File: config.mk
export PLATFORM = sky130hd
export DESIGN_NAME = ysyx_22050368_alu_arb_flat
export DESIGN_NICKNAME = d
export VERILOG_FILES = /design/src/rtl/ysyx_22050368_alu_pkg.sv /design/src/rtl/ysyx_22050368_alu_arb_if.sv /design/src/rtl/ysyx_22050368_rr_arb2.sv /design/src/rtl/ysyx_22050368_alu_arb.sv /design/src/flat_wrapper.sv
export SDC_FILE = /design/constraint.sdc
export NUM_CORES = 1
export LEC_CHECK = 0
export BUFFER_PORTS_ARGS = -buffer_cell sky130_fd_sc_hd__buf_4
export CORE_AREA = 8 8 208 210
export DETAILED_ROUTE_END_ITERATION = 8
export DIE_AREA = 0 0 216 218
export PLACE_DENSITY = 0.35
export SLEW_MARGIN = 30
export SYNTH_ARGS = -nofsm -noshare
export SYNTH_HDL_FRONTEND = slang
export SYNTH_SLANG_ARGS = --single-unit
File: constraint.sdc
create_clock -name clk -period 2.2 [get_ports clk]
set_input_delay 0.11 -clock clk [delete_from_list [all_inputs] [get_ports clk]]
set_output_delay 0.11 -clock clk [all_outputs]
set_load 0.1 [all_outputs]
File: src/rtl/ysyx_22050368_alu_pkg.sv
// rtl/ysyx_22050368_alu_pkg.sv - shared ALU widths, mode codes and response record
// Optional flag fields follow YSYX_22050368_ALU_ARB_FLAGS_EN.
package ysyx_22050368_alu_pkg;
  localparam int XLEN  = 64;
  localparam int TAG_W = 4;

  localparam logic [2:0] ALU_ADD = 3'd0;
  localparam logic [2:0] ALU_SUB = 3'd1;
  localparam logic [2:0] ALU_NOT = 3'd2;
  localparam logic [2:0] ALU_AND = 3'd3;
  localparam logic [2:0] ALU_OR  = 3'd4;
  localparam logic [2:0] ALU_XOR = 3'd5;
  localparam logic [2:0] ALU_SLT = 3'd6;
  localparam logic [2:0] ALU_EQ  = 3'd7;

  typedef struct packed {
    logic             id;
    logic [TAG_W-1:0] tag;
    logic [XLEN-1:0]  result;
`ifdef YSYX_22050368_ALU_ARB_FLAGS_EN
    logic             zero;
    logic             of;
`endif
  } alu_rsp_t;
endpackage

File: src/rtl/ysyx_22050368_alu_arb_if.sv
// rtl/ysyx_22050368_alu_arb_if.sv - requester, ALU and response bundle of the ALU arbiter
// rsp_zero/rsp_of exist only with YSYX_22050368_ALU_ARB_FLAGS_EN.
interface ysyx_22050368_alu_arb_if #(
  parameter int XLEN  = ysyx_22050368_alu_pkg::XLEN,
  parameter int TAG_W = ysyx_22050368_alu_pkg::TAG_W
);
  logic             req0_valid, req0_ready;
  logic [XLEN-1:0]  req0_op1, req0_op2;
  logic [2:0]       req0_mode;
  logic [TAG_W-1:0] req0_tag;
  logic             req1_valid, req1_ready;
  logic [XLEN-1:0]  req1_op1, req1_op2;
  logic [2:0]       req1_mode;
  logic [TAG_W-1:0] req1_tag;
  logic             alu_en;
  logic [XLEN-1:0]  alu_op1, alu_op2;
  logic [2:0]       alu_mode;
  logic [XLEN-1:0]  alu_result;
  logic             alu_zero, alu_of;
  logic             rsp_valid, rsp_ready, rsp_id;
  logic [TAG_W-1:0] rsp_tag;
  logic [XLEN-1:0]  rsp_result;
`ifdef YSYX_22050368_ALU_ARB_FLAGS_EN
  logic             rsp_zero, rsp_of;
`endif

  modport slave (
    input  req0_valid, req0_op1, req0_op2, req0_mode, req0_tag,
    input  req1_valid, req1_op1, req1_op2, req1_mode, req1_tag,
    input  alu_result, alu_zero, alu_of, rsp_ready,
    output req0_ready, req1_ready, alu_en, alu_op1, alu_op2, alu_mode,
    output rsp_valid, rsp_id, rsp_tag, rsp_result
`ifdef YSYX_22050368_ALU_ARB_FLAGS_EN
    , output rsp_zero, rsp_of
`endif
  );

  modport master (
    output req0_valid, req0_op1, req0_op2, req0_mode, req0_tag,
    output req1_valid, req1_op1, req1_op2, req1_mode, req1_tag,
    output alu_result, alu_zero, alu_of, rsp_ready,
    input  req0_ready, req1_ready, alu_en, alu_op1, alu_op2, alu_mode,
    input  rsp_valid, rsp_id, rsp_tag, rsp_result
`ifdef YSYX_22050368_ALU_ARB_FLAGS_EN
    , input rsp_zero, rsp_of
`endif
  );
endinterface

File: src/rtl/ysyx_22050368_rr_arb2.sv
// rtl/ysyx_22050368_rr_arb2.sv - two-way round-robin arbiter owning the priority pointer
module ysyx_22050368_rr_arb2 (
  input  logic       clk,
  input  logic       rst,
  input  logic [1:0] req,
  input  logic       advance,
  output logic [1:0] gnt
);
  logic r_prio;

  always_comb begin
    gnt = 2'b00;
    case (req)
      2'b01:   gnt = 2'b01;
      2'b10:   gnt = 2'b10;
      2'b11:   gnt = r_prio ? 2'b10 : 2'b01;
      default: gnt = 2'b00;
    endcase
  end

  // Only a completed transfer moves the pointer, so a stalled winner keeps priority.
  always_ff @(posedge clk or posedge rst) begin
    if (rst)
      r_prio <= 1'b0;
    else if (advance)
      r_prio <= gnt[0];
  end
endmodule

File: src/rtl/ysyx_22050368_alu_arb.sv
// rtl/ysyx_22050368_alu_arb.sv - shares one combinational ALU between two requesters
// Flag capture is built only with YSYX_22050368_ALU_ARB_FLAGS_EN.
module ysyx_22050368_alu_arb #(
  parameter int XLEN  = ysyx_22050368_alu_pkg::XLEN,
  parameter int TAG_W = ysyx_22050368_alu_pkg::TAG_W
) (
  input logic                    clk,
  input logic                    rst,
  ysyx_22050368_alu_arb_if.slave bus
);
  import ysyx_22050368_alu_pkg::*;

  logic [1:0]       w_req, w_gnt;
  logic             w_slot_free, w_fire, w_sel1;
  logic [TAG_W-1:0] w_tag;
  logic             r_rsp_valid;
  alu_rsp_t         r_rsp, w_rsp_next;

  assign w_req       = {bus.req1_valid, bus.req0_valid};
  assign w_slot_free = ~r_rsp_valid | bus.rsp_ready;
  assign bus.req0_ready = w_gnt[0] & w_slot_free & ~rst;
  assign bus.req1_ready = w_gnt[1] & w_slot_free & ~rst;
  assign w_fire = (bus.req0_valid & bus.req0_ready) | (bus.req1_valid & bus.req1_ready);
  assign w_sel1 = w_gnt[1];

  ysyx_22050368_rr_arb2 u_arb (
    .clk     (clk),
    .rst     (rst),
    .req     (w_req),
    .advance (w_fire),
    .gnt     (w_gnt)
  );

  assign bus.alu_en   = w_fire;
  assign bus.alu_op1  = w_fire ? (w_sel1 ? bus.req1_op1 : bus.req0_op1) : {XLEN{1'b0}};
  assign bus.alu_op2  = w_fire ? (w_sel1 ? bus.req1_op2 : bus.req0_op2) : {XLEN{1'b0}};
  assign bus.alu_mode = w_fire ? (w_sel1 ? bus.req1_mode : bus.req0_mode) : 3'b000;
  assign w_tag        = w_sel1 ? bus.req1_tag : bus.req0_tag;

  always_comb begin
    w_rsp_next        = '0;
    w_rsp_next.id     = w_sel1;
    w_rsp_next.tag    = w_tag;
    w_rsp_next.result = bus.alu_result;
`ifdef YSYX_22050368_ALU_ARB_FLAGS_EN
    w_rsp_next.zero   = bus.alu_zero;
    w_rsp_next.of     = bus.alu_of;
`endif
  end

  // A reload on the consuming cycle keeps rsp_valid high for back-to-back issue.
  always_ff @(posedge clk or posedge rst) begin
    if (rst) begin
      r_rsp_valid <= 1'b0;
      r_rsp       <= '0;
    end else if (w_fire) begin
      r_rsp_valid <= 1'b1;
      r_rsp       <= w_rsp_next;
    end else if (bus.rsp_ready) begin
      r_rsp_valid <= 1'b0;
    end
  end

  assign bus.rsp_valid  = r_rsp_valid;
  assign bus.rsp_id     = r_rsp.id;
  assign bus.rsp_tag    = r_rsp.tag;
  assign bus.rsp_result = r_rsp.result;
`ifdef YSYX_22050368_ALU_ARB_FLAGS_EN
  assign bus.rsp_zero   = r_rsp.zero;
  assign bus.rsp_of     = r_rsp.of;
`else
  logic w_unused_flags;
  assign w_unused_flags = bus.alu_zero ^ bus.alu_of;
`endif

  a_req0_hold: assert property (@(posedge clk) disable iff (rst)
    (bus.req0_valid && !bus.req0_ready) |=> (!bus.req0_valid ||
      ($stable(bus.req0_op1) && $stable(bus.req0_op2) && $stable(bus.req0_mode) && $stable(bus.req0_tag))));
  a_req1_hold: assert property (@(posedge clk) disable iff (rst)
    (bus.req1_valid && !bus.req1_ready) |=> (!bus.req1_valid ||
      ($stable(bus.req1_op1) && $stable(bus.req1_op2) && $stable(bus.req1_mode) && $stable(bus.req1_tag))));
endmodule

File: src/flat_wrapper.sv
// flat-port wrapper written by rule: the top's interface ports become plain ports
module ysyx_22050368_alu_arb_flat import ysyx_22050368_alu_pkg::*;
#(
  parameter int XLEN  = ysyx_22050368_alu_pkg::XLEN,
  parameter int TAG_W = ysyx_22050368_alu_pkg::TAG_W
)
  (clk, rst, bus_req0_valid, bus_req0_op1, bus_req0_op2, bus_req0_mode, bus_req0_tag, bus_req1_valid, bus_req1_op1, bus_req1_op2, bus_req1_mode, bus_req1_tag, bus_alu_result, bus_alu_zero, bus_alu_of, bus_rsp_ready, bus_req0_ready, bus_req1_ready, bus_alu_en, bus_alu_op1, bus_alu_op2, bus_alu_mode, bus_rsp_valid, bus_rsp_id, bus_rsp_tag, bus_rsp_result);
  ysyx_22050368_alu_arb_if #(.XLEN(XLEN), .TAG_W(TAG_W)) bus_i ();
  input logic clk;
  input logic rst;
  input wire logic [$bits(bus_i.req0_valid)-1:0] bus_req0_valid;
  input wire logic [$bits(bus_i.req0_op1)-1:0] bus_req0_op1;
  input wire logic [$bits(bus_i.req0_op2)-1:0] bus_req0_op2;
  input wire logic [$bits(bus_i.req0_mode)-1:0] bus_req0_mode;
  input wire logic [$bits(bus_i.req0_tag)-1:0] bus_req0_tag;
  input wire logic [$bits(bus_i.req1_valid)-1:0] bus_req1_valid;
  input wire logic [$bits(bus_i.req1_op1)-1:0] bus_req1_op1;
  input wire logic [$bits(bus_i.req1_op2)-1:0] bus_req1_op2;
  input wire logic [$bits(bus_i.req1_mode)-1:0] bus_req1_mode;
  input wire logic [$bits(bus_i.req1_tag)-1:0] bus_req1_tag;
  input wire logic [$bits(bus_i.alu_result)-1:0] bus_alu_result;
  input wire logic [$bits(bus_i.alu_zero)-1:0] bus_alu_zero;
  input wire logic [$bits(bus_i.alu_of)-1:0] bus_alu_of;
  input wire logic [$bits(bus_i.rsp_ready)-1:0] bus_rsp_ready;
  output wire logic [$bits(bus_i.req0_ready)-1:0] bus_req0_ready;
  output wire logic [$bits(bus_i.req1_ready)-1:0] bus_req1_ready;
  output wire logic [$bits(bus_i.alu_en)-1:0] bus_alu_en;
  output wire logic [$bits(bus_i.alu_op1)-1:0] bus_alu_op1;
  output wire logic [$bits(bus_i.alu_op2)-1:0] bus_alu_op2;
  output wire logic [$bits(bus_i.alu_mode)-1:0] bus_alu_mode;
  output wire logic [$bits(bus_i.rsp_valid)-1:0] bus_rsp_valid;
  output wire logic [$bits(bus_i.rsp_id)-1:0] bus_rsp_id;
  output wire logic [$bits(bus_i.rsp_tag)-1:0] bus_rsp_tag;
  output wire logic [$bits(bus_i.rsp_result)-1:0] bus_rsp_result;
  assign bus_i.req0_valid = bus_req0_valid;
  assign bus_i.req0_op1 = bus_req0_op1;
  assign bus_i.req0_op2 = bus_req0_op2;
  assign bus_i.req0_mode = bus_req0_mode;
  assign bus_i.req0_tag = bus_req0_tag;
  assign bus_i.req1_valid = bus_req1_valid;
  assign bus_i.req1_op1 = bus_req1_op1;
  assign bus_i.req1_op2 = bus_req1_op2;
  assign bus_i.req1_mode = bus_req1_mode;
  assign bus_i.req1_tag = bus_req1_tag;
  assign bus_i.alu_result = bus_alu_result;
  assign bus_i.alu_zero = bus_alu_zero;
  assign bus_i.alu_of = bus_alu_of;
  assign bus_i.rsp_ready = bus_rsp_ready;
  assign bus_req0_ready = bus_i.req0_ready;
  assign bus_req1_ready = bus_i.req1_ready;
  assign bus_alu_en = bus_i.alu_en;
  assign bus_alu_op1 = bus_i.alu_op1;
  assign bus_alu_op2 = bus_i.alu_op2;
  assign bus_alu_mode = bus_i.alu_mode;
  assign bus_rsp_valid = bus_i.rsp_valid;
  assign bus_rsp_id = bus_i.rsp_id;
  assign bus_rsp_tag = bus_i.rsp_tag;
  assign bus_rsp_result = bus_i.rsp_result;
  ysyx_22050368_alu_arb #(.XLEN(XLEN), .TAG_W(TAG_W)) u_core (.clk(clk), .rst(rst), .bus(bus_i));
endmodule
Word level (Yosys, flattened, before mapping)

Cells that the tools add are included.
W data, S select, Z words.

Bits in registers: 71
Bits in latches: 0
RAM bits: 0
Memory bits (read-only): 0
Input bits: 341
Logic and storage cells: 30
Memories: 0

$add $sub $neg: 0
Multiply operators: 0
Div/mod/pow operators: 0
Order comparisons: 0
Equality and inequality tests: 3
Shifts and indexed selects: 0
Mux-type cells: 11
Bitwise operators: 10
Reductions and logical operators: 1

Operator list:

| operator             | count |
|---|---|
| $mux W64             | 4 |
| $and A1 B1 Y1        | 6 |
| $mux W3              | 2 |
| $pmux W2 S3          | 1 |
| $eq A2 B2 Y1 const B | 2 |
| $mux W4              | 1 |
| $eq A2 B1 Y1 const B | 1 |
| $mux W1              | 2 |
| $mux W2              | 1 |
| $not A1 Y1           | 2 |
| $or A1 B1 Y1         | 2 |
| $reduce_bool A2 Y1   | 1 |

Logic depth before layout (Yosys ltp)

Gate-level depths: netlist (run 1).

Depth in word-level cells: 7
Gate-level depth with buffers: 8
Depth with buffers taken out: 4

Hierarchy

From an unflattened synthesis (run 1), not the netlist that was laid out.

Cell total of the unflattened synthesis: 461
Area total of the unflattened synthesis: 4699.5 um^2

By module, submodules not included:

| module                | instances | cells each | area an instance (um^2) | seq. area each (um^2) |
|---|---|---|---|---|
| ysyx_22050368_alu_arb | 1         | 455        | 4633.2                  | 1751.7 |
| ysyx_22050368_rr_arb2 | 1         | 6          | 66.3                    | 25.0 |

Worst setup path after synthesis (run 1)

OpenSTA, ideal clock, no wires.

Path type: reg-to-output
From: register u_core.r_rsp_valid (netlist: u_core.bus.rsp_valid)
To: output bus_alu_op1[0]
Data arrival time: 3.258 ns
Path slack: -1.168 ns
Stages on the path, launching flop included: 7
Path buffers: 3
Cells stage by stage: dfrtp_1 -> nor2b_1 -> or3_1 -> buf_2 -> clkbuf_1 -> buf_2 -> a21oi_1

Longest elaborated chain between the ends: 7
Elaborated cells on any way between the ends: 10
Those cells by class: 1 x mux; 9 x bitwise

Ends and longest elaborated chain:

| what                                                  | line                                                     | RTL |
|---|---|---|
| start: declaration                                    | ysyx_22050368_alu_arb.sv:16                              | `logic r_rsp_valid;` |
| start signal: assignment                              | ysyx_22050368_alu_arb.sv:54                              | `r_rsp_valid <= 1'b0;` |
| start signal: assignment                              | ysyx_22050368_alu_arb.sv:57                              | `r_rsp_valid <= 1'b1;` |
| start signal: assignment                              | ysyx_22050368_alu_arb.sv:60                              | `r_rsp_valid <= 1'b0;` |
| $not A1 Y1 (*)                                        | ysyx_22050368_alu_arb.sv:20                              | `assign w_slot_free = ~r_rsp_valid \| bus.rsp_ready;` |
| $or A1 B1 Y1 (*)                                      | ysyx_22050368_alu_arb.sv:20                              |  |
| $and A1 B1 Y1, on equally long branches (2 in series) | ysyx_22050368_alu_arb.sv:21, ysyx_22050368_alu_arb.sv:22 |  |
| $and A1 B1 Y1                                         | ysyx_22050368_alu_arb.sv:23                              | `assign w_fire = (bus.req0_valid & bus.req0_ready) \| (bus.req1_valid & bus.req1_ready);` |
| $or A1 B1 Y1 (*)                                      | ysyx_22050368_alu_arb.sv:23                              |  |
| $mux W64 (*)                                          | ysyx_22050368_alu_arb.sv:35                              | `assign bus.alu_op1 = w_fire ? (w_sel1 ? bus.req1_op1 : bus.req0_op1) : {XLEN{1'b0}};` |
| end: declaration                                      | flat_wrapper.sv:28                                       | `output wire logic [$bits(bus_i.alu_op1)-1:0] bus_alu_op1;` |

Every way passes the cells marked *; elsewhere a longest branch is shown, timed or not.

Worst setup path in the final report (run 1)

From: register u_core.r_rsp_valid (netlist: u_core.bus.rsp_valid)
To: output bus_alu_op2[8]

Longest elaborated chain between the ends: 7
Elaborated cells on any way between the ends: 10
Those cells by class: 1 x mux; 9 x bitwise

Ends and longest elaborated chain:

| what                                                  | line                                                     | RTL |
|---|---|---|
| $not A1 Y1 (*)                                        | ysyx_22050368_alu_arb.sv:20                              |  |
| $or A1 B1 Y1 (*)                                      | ysyx_22050368_alu_arb.sv:20                              |  |
| $and A1 B1 Y1, on equally long branches (2 in series) | ysyx_22050368_alu_arb.sv:21, ysyx_22050368_alu_arb.sv:22 |  |
| $and A1 B1 Y1                                         | ysyx_22050368_alu_arb.sv:23                              |  |
| $or A1 B1 Y1 (*)                                      | ysyx_22050368_alu_arb.sv:23                              |  |
| $mux W64 (*)                                          | ysyx_22050368_alu_arb.sv:36                              | `assign bus.alu_op2 = w_fire ? (w_sel1 ? bus.req1_op2 : bus.req0_op2) : {XLEN{1'b0}};` |
| end: declaration                                      | flat_wrapper.sv:29                                       | `output wire logic [$bits(bus_i.alu_op2)-1:0] bus_alu_op2;` |

Marked as above.

==> results.py, run 1 <==
metrics = {
    "outcome": {
        "outcome": "finished, violations left",
        "failed_checks": "setup timing",
    },
    "route": {
        "antenna_left": 0,
        "met3WireLength_um": 3120,
        "drt-wirelength-per-cell_um": 22.6,
        "drt_iter0_markers": 331,
        "m1WireLength_um": 15700,
        "wl_met2_um": 19800,
        "drt_pass1_iterations": 4,
        "drc": 0,
        "viasPerCell": 4.28,
        "vias": 7421,
        "dr.max_layer_used": "met5",
        "wl_um": 39100,
    },
    "yosys": {
        "netlist_instances": 637,
        "ys_warn_count": 0,
        "synth_mux_area_share_pct": 14.7,
        "synthSimpleGateAreaFrac_pct": 15.1,
        "synth_top_family_by_area": "compound AO/OA/AOI/OAI gates",
        "synth_xor_area_share_pct": 0,
        "synth_edf_count": 0,
        "synth_nets": 978,
        "yosys.area_share.adder_pct": 0,
        "synth-seq-cells": 71,
        "ys_types": 24,
        "synth_async_sr_flop_share_pct": 100,
        "netlist_area_mm2": 0.00504,
        "synth_flop_cell": "dfrtp_1",
        "synth_compound_area_share_pct": 27.2,
        "avgSynthCellArea_um2": 7.91,
        "synth-seq-area-share_pct": 35.3,
    },
    "clock_network": {
        "clkTransAtPathRegs_ns": 0.06,
        "cts.sinks": 71,
        "cts_max_level": 3,
        "cts_tree": "yes",
        "worstSkewPairLatency_ns": 0.34,
        "cts_buffers": 9,
        "root_buffer": "clkbuf_16",
        "cts_buffer_depth": 2,
    },
    "setup_path": {
        "critPathArrivalTime_ns": 2.11,
        "critPathRequiredTime_ns": 2.09,
        "path_class": "flop to output port",
        "regToRegStartpoint": "u_core.bus.rsp_valid",
        "worstSetupStartpointType": "flop",
        "worstSetupEndpointType": "output port",
        "crit_start": "u_core.bus.rsp_valid",
        "critPathMaxFanout": 18,
    },
    "die": {
        "io_pins": 545,
        "die_area_mm2": 0.0471,
        "rows": 74,
        "die_w_um": 216,
        "start_util_pct": 12.5,
        "core-area_mm2": 0.0402,
        "die_h_um": 218,
    },
    "sta": {
        "rsz0062_at_grt": "true",
        "setup_viol": 10,
        "relSlewSlack_pct": 49.5,
        "finalSetupTns_ns": -0.127,
        "setup_ws_ns": -0.0209,
        "final.period_utilization_pct": 101,
        "hold_viol": 0,
        "min_period_ns": 2.22,
        "slew_viol_final": 0,
        "clock_skew_ns": 0.00660,
        "max_freq_mhz": 450,
        "worstMarginPinSlew_ns": 0.757,
    },
    "pwr": {
        "p_leak_uw": 0.00528,
        "powerDensity_mw_per_mm2": 749,
        "max-vdd-ir-drop_uv": 304,
        "power_uw": 9320,
    },
    "global_route": {
        "antenna_found_initial": 3,
        "grt_max_degree": 126,
        "grt_pass1_vias": 7687,
        "gr-usage-all-layers_pct": 14.9,
        "grt_first_pass_wirelength_um": 53600,
        "overflow": 0,
    },
    "finish": {
        "final_util_pct": 31.0,
        "mostFrequentLayoutCells": "buf_4 (426), nand3_1 (132), o21ai_0 (125)",
        "area_growth_pct": 147,
        "final_common_cell": "buf_4",
        "fin_nets": 1537,
        "drive_gt1_share_pct": 62.4,
    },
    "min_path": {
        "hold_start": "bus_alu_result[49]",
        "hold_path_class": "primary input to flop",
    },
    "place": {
        "place_ws_ns": 0.196,
        "gp_congestion": 0.797,
        "port_buffers": 542,
        "post-dp-hpwl_um": 29400,
    },
    "flow_run": {
        "max-cap-violations": 0,
    },
}
## layout make-up
class / count / area [µm²]
Antenna cell: 1 / 2.50
Clock buffer: 9 / 225
Clock inverter: 7 / 47.5
Fill cell: 4322 / 27700
Inverter: 4 / 17.5
Multi-Input combinational cell: 481 / 3610
Sequential cell: 71 / 1780
Tap cell: 532 / 666
Timing Repair Buffer: 629 / 6100
## per-stage QoR
step | area [µm²] | instances | hold WS [ns]
floorplan | 5480 | 637 | 0.258
global placement | 10200 | 1653 | 0.288
detailed placement | 10200 | 1653 | 0.274
CTS | 11400 | 1726 | 0.000341
global route | 12500 | 1734 | 0.000270
finish | 12500 | 1734 | 0.0146
## flip-flops by register name, summed over array words and instances, names as in the netlist
signal / flops
u_core.bus.rsp_id: 1
u_core.bus.rsp_result: 64
u_core.bus.rsp_valid: 1
u_core.u_arb.r_prio: 1
u_core.bus.rsp_tag: 4
## routing by layer
metal	vias to the layer above	GRT usage (%)
met2	354	26.5
met1	3581	17.7
met4	2	2.75
li1	3455	-
met3	29	4.66
met5	-	0
## final timing paths
kind / end / slack (ns) / depth (start not counted)
worst max-delay path: bus_alu_op2[8] / -0.02 / 6
worst min-delay path: u_core.bus.rsp_result[49] / 0.01 / 2
worst max register to register: u_core.bus.rsp_result[51] / 0.28 / 5
worst min register to register: u_core.bus.rsp_result[46] / 0.51 / 1
max in group asynchronous: u_core.bus.rsp_result[24] / 1.07 / 4
min in group asynchronous: u_core.bus.rsp_valid / 0.46 / 3
## where the power goes
part	leakage, µW	total, µW	internal, µW	switching [µW]
sequential	0.000825	1680	1550	134
clock	0.000132	1330	762	572
combinational	0.00433	6310	1840	4470
total	0.00528	9320	4150	5170
## Yosys cell counts (4+ instances only)
library cell	instances	area [µm²]
o21ai_0	131	656
o221a_2	4	45.0
clkbuf_1	57	214
nand3_1	132	661
dfrtp_1	71	1780
mux2_2	59	664
a21oi_1	133	666
nor2b_1	4	25.0
buf_2	14	70.1
mux2_4	5	75.1
nand4b_1	4	35.0
buf_4	6	45.0
## logic make-up after synthesis
logic type / count (synthesis)
DFF: 71
AOI/OAI and AO/OA: 269
buffers and inverters: 85
and+or+nand+nor: 148
muxes: 64
## worst max-delay path, stage by stage, from the launching register on
cell	delay, ns
dfrtp_2	0.40
nor2b_1	0.14
or3_4	0.41
buf_16	0.20
buf_8	0.20
a21oi_1	0.17
buf_6	0.25
## what timing repair did
action                                  4_1_cts  5_1_grt
hold buffers                                 55        0
endpoints found under the setup margin       72      115
cloned                                        1        3
buffers inserted                              1        5
pin swaps                                     0        4
gates resized for setup                      87      227
endpoints found under the hold margin        80        0
(Power assumes the default switching activity.)
==> inputs of run 2 (changes only) <==
--- a/config.mk
+++ b/config.mk
@@ -6,11 +6,10 @@
 export NUM_CORES = 1
 export LEC_CHECK = 0
 export BUFFER_PORTS_ARGS = -buffer_cell sky130_fd_sc_hd__buf_4
-export CORE_AREA = 8 8 208 210
+export CORE_AREA = 2 2 211 213
 export DETAILED_ROUTE_END_ITERATION = 8
-export DIE_AREA = 0 0 216 218
-export PLACE_DENSITY = 0.35
-export SLEW_MARGIN = 30
+export DIE_AREA = 0 0 213 215
+export PLACE_DENSITY = 0.34
 export SYNTH_ARGS = -nofsm -noshare
 export SYNTH_HDL_FRONTEND = slang
 export SYNTH_SLANG_ARGS = --single-unit
==> constraint.sdc (replaced) <==
create_clock -name clk -period 1.9 [get_ports clk]
set_input_delay 0.095 -clock clk [delete_from_list [all_inputs] [get_ports clk]]
set_output_delay 0.095 -clock clk [all_outputs]
set_load 0.1 [all_outputs]
==> run 2 against run 1 <==
  * The flow still finishes with violations (setup timing)
  * Non-clock buffer count up 53
  * Die area down 2.7%
  * Wire length down 10%
  * Sequential share of layout area down 1.2 points
  * Hold slack better by 0.0061 ns
  * Clock skew down 0.0013 ns
==> results.py, run 2 (same netlist as run 1, synthesis figures left out) <==
metrics = {
    "outcome": {
        "outcome": "finished, violations left",
        "failed_checks": "setup timing",
    },
    "pwr": {
        "p_leak_uw": 0.00574,
        "powerDensity_mw_per_mm2": 859,
        "clkPwrFrac_pct": 16.5,
        "max-vdd-ir-drop_uv": 857,
        "power.share.sequential_pct": 16.7,
        "power.internal_uw": 5560,
        "netSwitchingFraction_pct": 52.4,
        "comb_power_share_pct": 66.9,
        "p_switching_uw": 6120,
        "power_uw": 11700,
    },
    "route": {
        "drc": 0,
        "vias": 7547,
        "drt-wirelength-per-cell_um": 19.0,
        "drt_pass1_iterations": 4,
        "viasPerCell": 4.09,
        "antenna_left": 0,
        "wl_um": 35100,
        "drt_iter0_markers": 278,
    },
    "sta": {
        "worstMarginPinSlew_ns": 0.498,
        "setup_ws_ns": -0.290,
        "slew_viol_final": 0,
        "relSlewSlack_pct": 66.5,
        "hold_viol": 0,
        "rsz0062_at_grt": "true",
        "clock_skew_ns": 0.00533,
        "final.period_utilization_pct": 115,
        "setup_viol": 131,
        "min_period_ns": 2.19,
        "max_freq_mhz": 457,
    },
    "setup_path": {
        "critical-path-max-stage-delay_ns": 0.40,
        "path_common_cell": "buf_12",
        "critPathMaxFanout": 25,
        "path_class": "flop to output port",
        "worstSetupStartpointType": "flop",
        "reg2reg_slack_ns": 0.09,
        "path_cells": "nor2b_1, or3_4, buf_12, buf_12, a21oi_1, buf_6",
        "crit_path_top_delay_cell": "dfrtp_2",
        "critPathArrivalTime_ns": 2.10,
        "worstSetupEndpointType": "output port",
        "critPathRequiredTime_ns": 1.80,
    },
    "die": {
        "rows": 77,
        "die_area_mm2": 0.0458,
        "core-area_mm2": 0.0436,
        "start_util_pct": 11.5,
        "die_h_um": 215,
        "die_w_um": 213,
        "io_pins": 545,
    },
    "place": {
        "gp_congestion": 0.836,
        "port_buffers": 542,
        "post-dp-hpwl_um": 25400,
        "dp.cells": 1742,
    },
    "clock_network": {
        "cts_max_level": 3,
        "cts_buffer_depth": 2,
        "clkTransAtPathRegs_ns": 0.06,
        "cts_tree": "yes",
        "worstSkewPairLatency_ns": 0.34,
        "root_buffer": "clkbuf_16",
        "cts.sinks": 71,
        "cts_buffers": 9,
    },
    "finish": {
        "drive_gt1_share_pct": 63.8,
        "fin_nets": 1590,
        "mostFrequentLayoutCells": "buf_4 (433), nand3_1 (126), buf_12 (103)",
        "final_util_pct": 31.2,
        "multi_input_area_mm2": 0.00374,
        "final_common_cell": "buf_4",
        "area_growth_pct": 170,
        "ff_latch_area_mm2": 0.00178,
        "stdcell_count": 1847,
        "largest_reg_flops": 64,
        "fillCellCount": 4630,
    },
    "min_path": {
        "hold_path_class": "primary input to flop",
    },
    "global_route": {
        "grt_pass1_vias": 7839,
        "grt_max_degree": 72,
        "overflow": 0,
        "grt_first_pass_wirelength_um": 50700,
        "gr-usage-all-layers_pct": 14.7,
        "antenna_found_initial": 2,
    },
    "flow_run": {
        "max-cap-violations": 0,
    },
}
## run 2: cell count changes in the layout (fill, tap and decap cells not counted), moves of 10 or more
cell           previous run  this run
a21oi_1                  49        60
a21oi_2                  30        10
buf_12                   64       103
buf_8                    14         2
dlygate4sd3_1            55        65
o21ai_0                 125        91
o21ai_1                   6        28
## run 2: final timing paths
| check | start | endpoint | cells past startpoint |
|---|---|---|---|
| max reg2reg | u_core.bus.rsp_valid | u_core.bus.rsp_result[52] | 5 |
| min in group asynchronous | rst | u_core.bus.rsp_result[7] | 3 |
| min | bus_req1_tag[3] | u_core.bus.rsp_tag[3] | 2 |
| min reg2reg | u_core.bus.rsp_id | u_core.bus.rsp_id | 2 |
| max in group asynchronous | rst | u_core.bus.rsp_result[21] | 4 |
| max | u_core.bus.rsp_valid | bus_alu_op2[52] | 6 |
## run 2: layout make-up
class | instances | area share [%]
inverters | 4 | 0.156
clock buffers | 12 | 1.89
flip-flops and latches | 71 | 13.1
clock inverters | 4 | 0.561
well taps | 592 | 5.44
diodes | 1 | 0.0184
multi-input cells | 481 | 27.5
repair buffers | 682 | 51.4
## run 2: power groups by stage
stage                     combinational (µW)  clock [µW]  sequential [µW]
after global routing                    8120        2030             1990
after detailed placement                6900           0             1970
final                                   7810        1920             1950
after CTS                               7860        1980             1950
after floorplan                         2870           0             3990
after global placement                  6900           0             1960
## run 2: critical path: cells and delay by family, from the launching register on
kind	cells	cell delay (ns)
AOI/OAI and AO/OA	1	0.17
DFF	1	0.40
and+or+nand+nor	2	0.49
buffers and inverters	3	0.63
## run 2: stage by stage
step	hold WS, ns	setup TNS, ns	instance area, µm²	worst slack [ns]
2_1_floorplan	0.243	-107.89	5760	-1.22
5_1_grt	0.0164	-27.86	13600	-0.338
3_5_place_dp	0.129	0	10900	0.00820
6_report	0.0206	-20.52	13600	-0.290
4_1_cts	0.00720	-24.04	13500	-0.292
3_3_place_gp	0.133	0	10900	0.0128
## run 2: routing by layer
| layer | vias to the layer above | wire length [µm] | global-route usage [%] |
|---|---|---|---|
| li1 | 3566 | - | - |
| met1 | 3579 | 13300 | 16.7 |
| met2 | 364 | 17900 | 26.3 |
| met3 | 36 | 3190 | 4.53 |
| met4 | 2 | 757 | 4.10 |
| met5 | - | 13 | 0 |
## run 2: repair_timing
action,4_1_cts,5_1_grt
gates cloned,8,0
gates resized for setup,330,52
buffers inserted,15,2
hold buffers,65,0
pin swaps,28,20
endpoints found under the hold margin,75,0
endpoints found under the setup margin,133,132
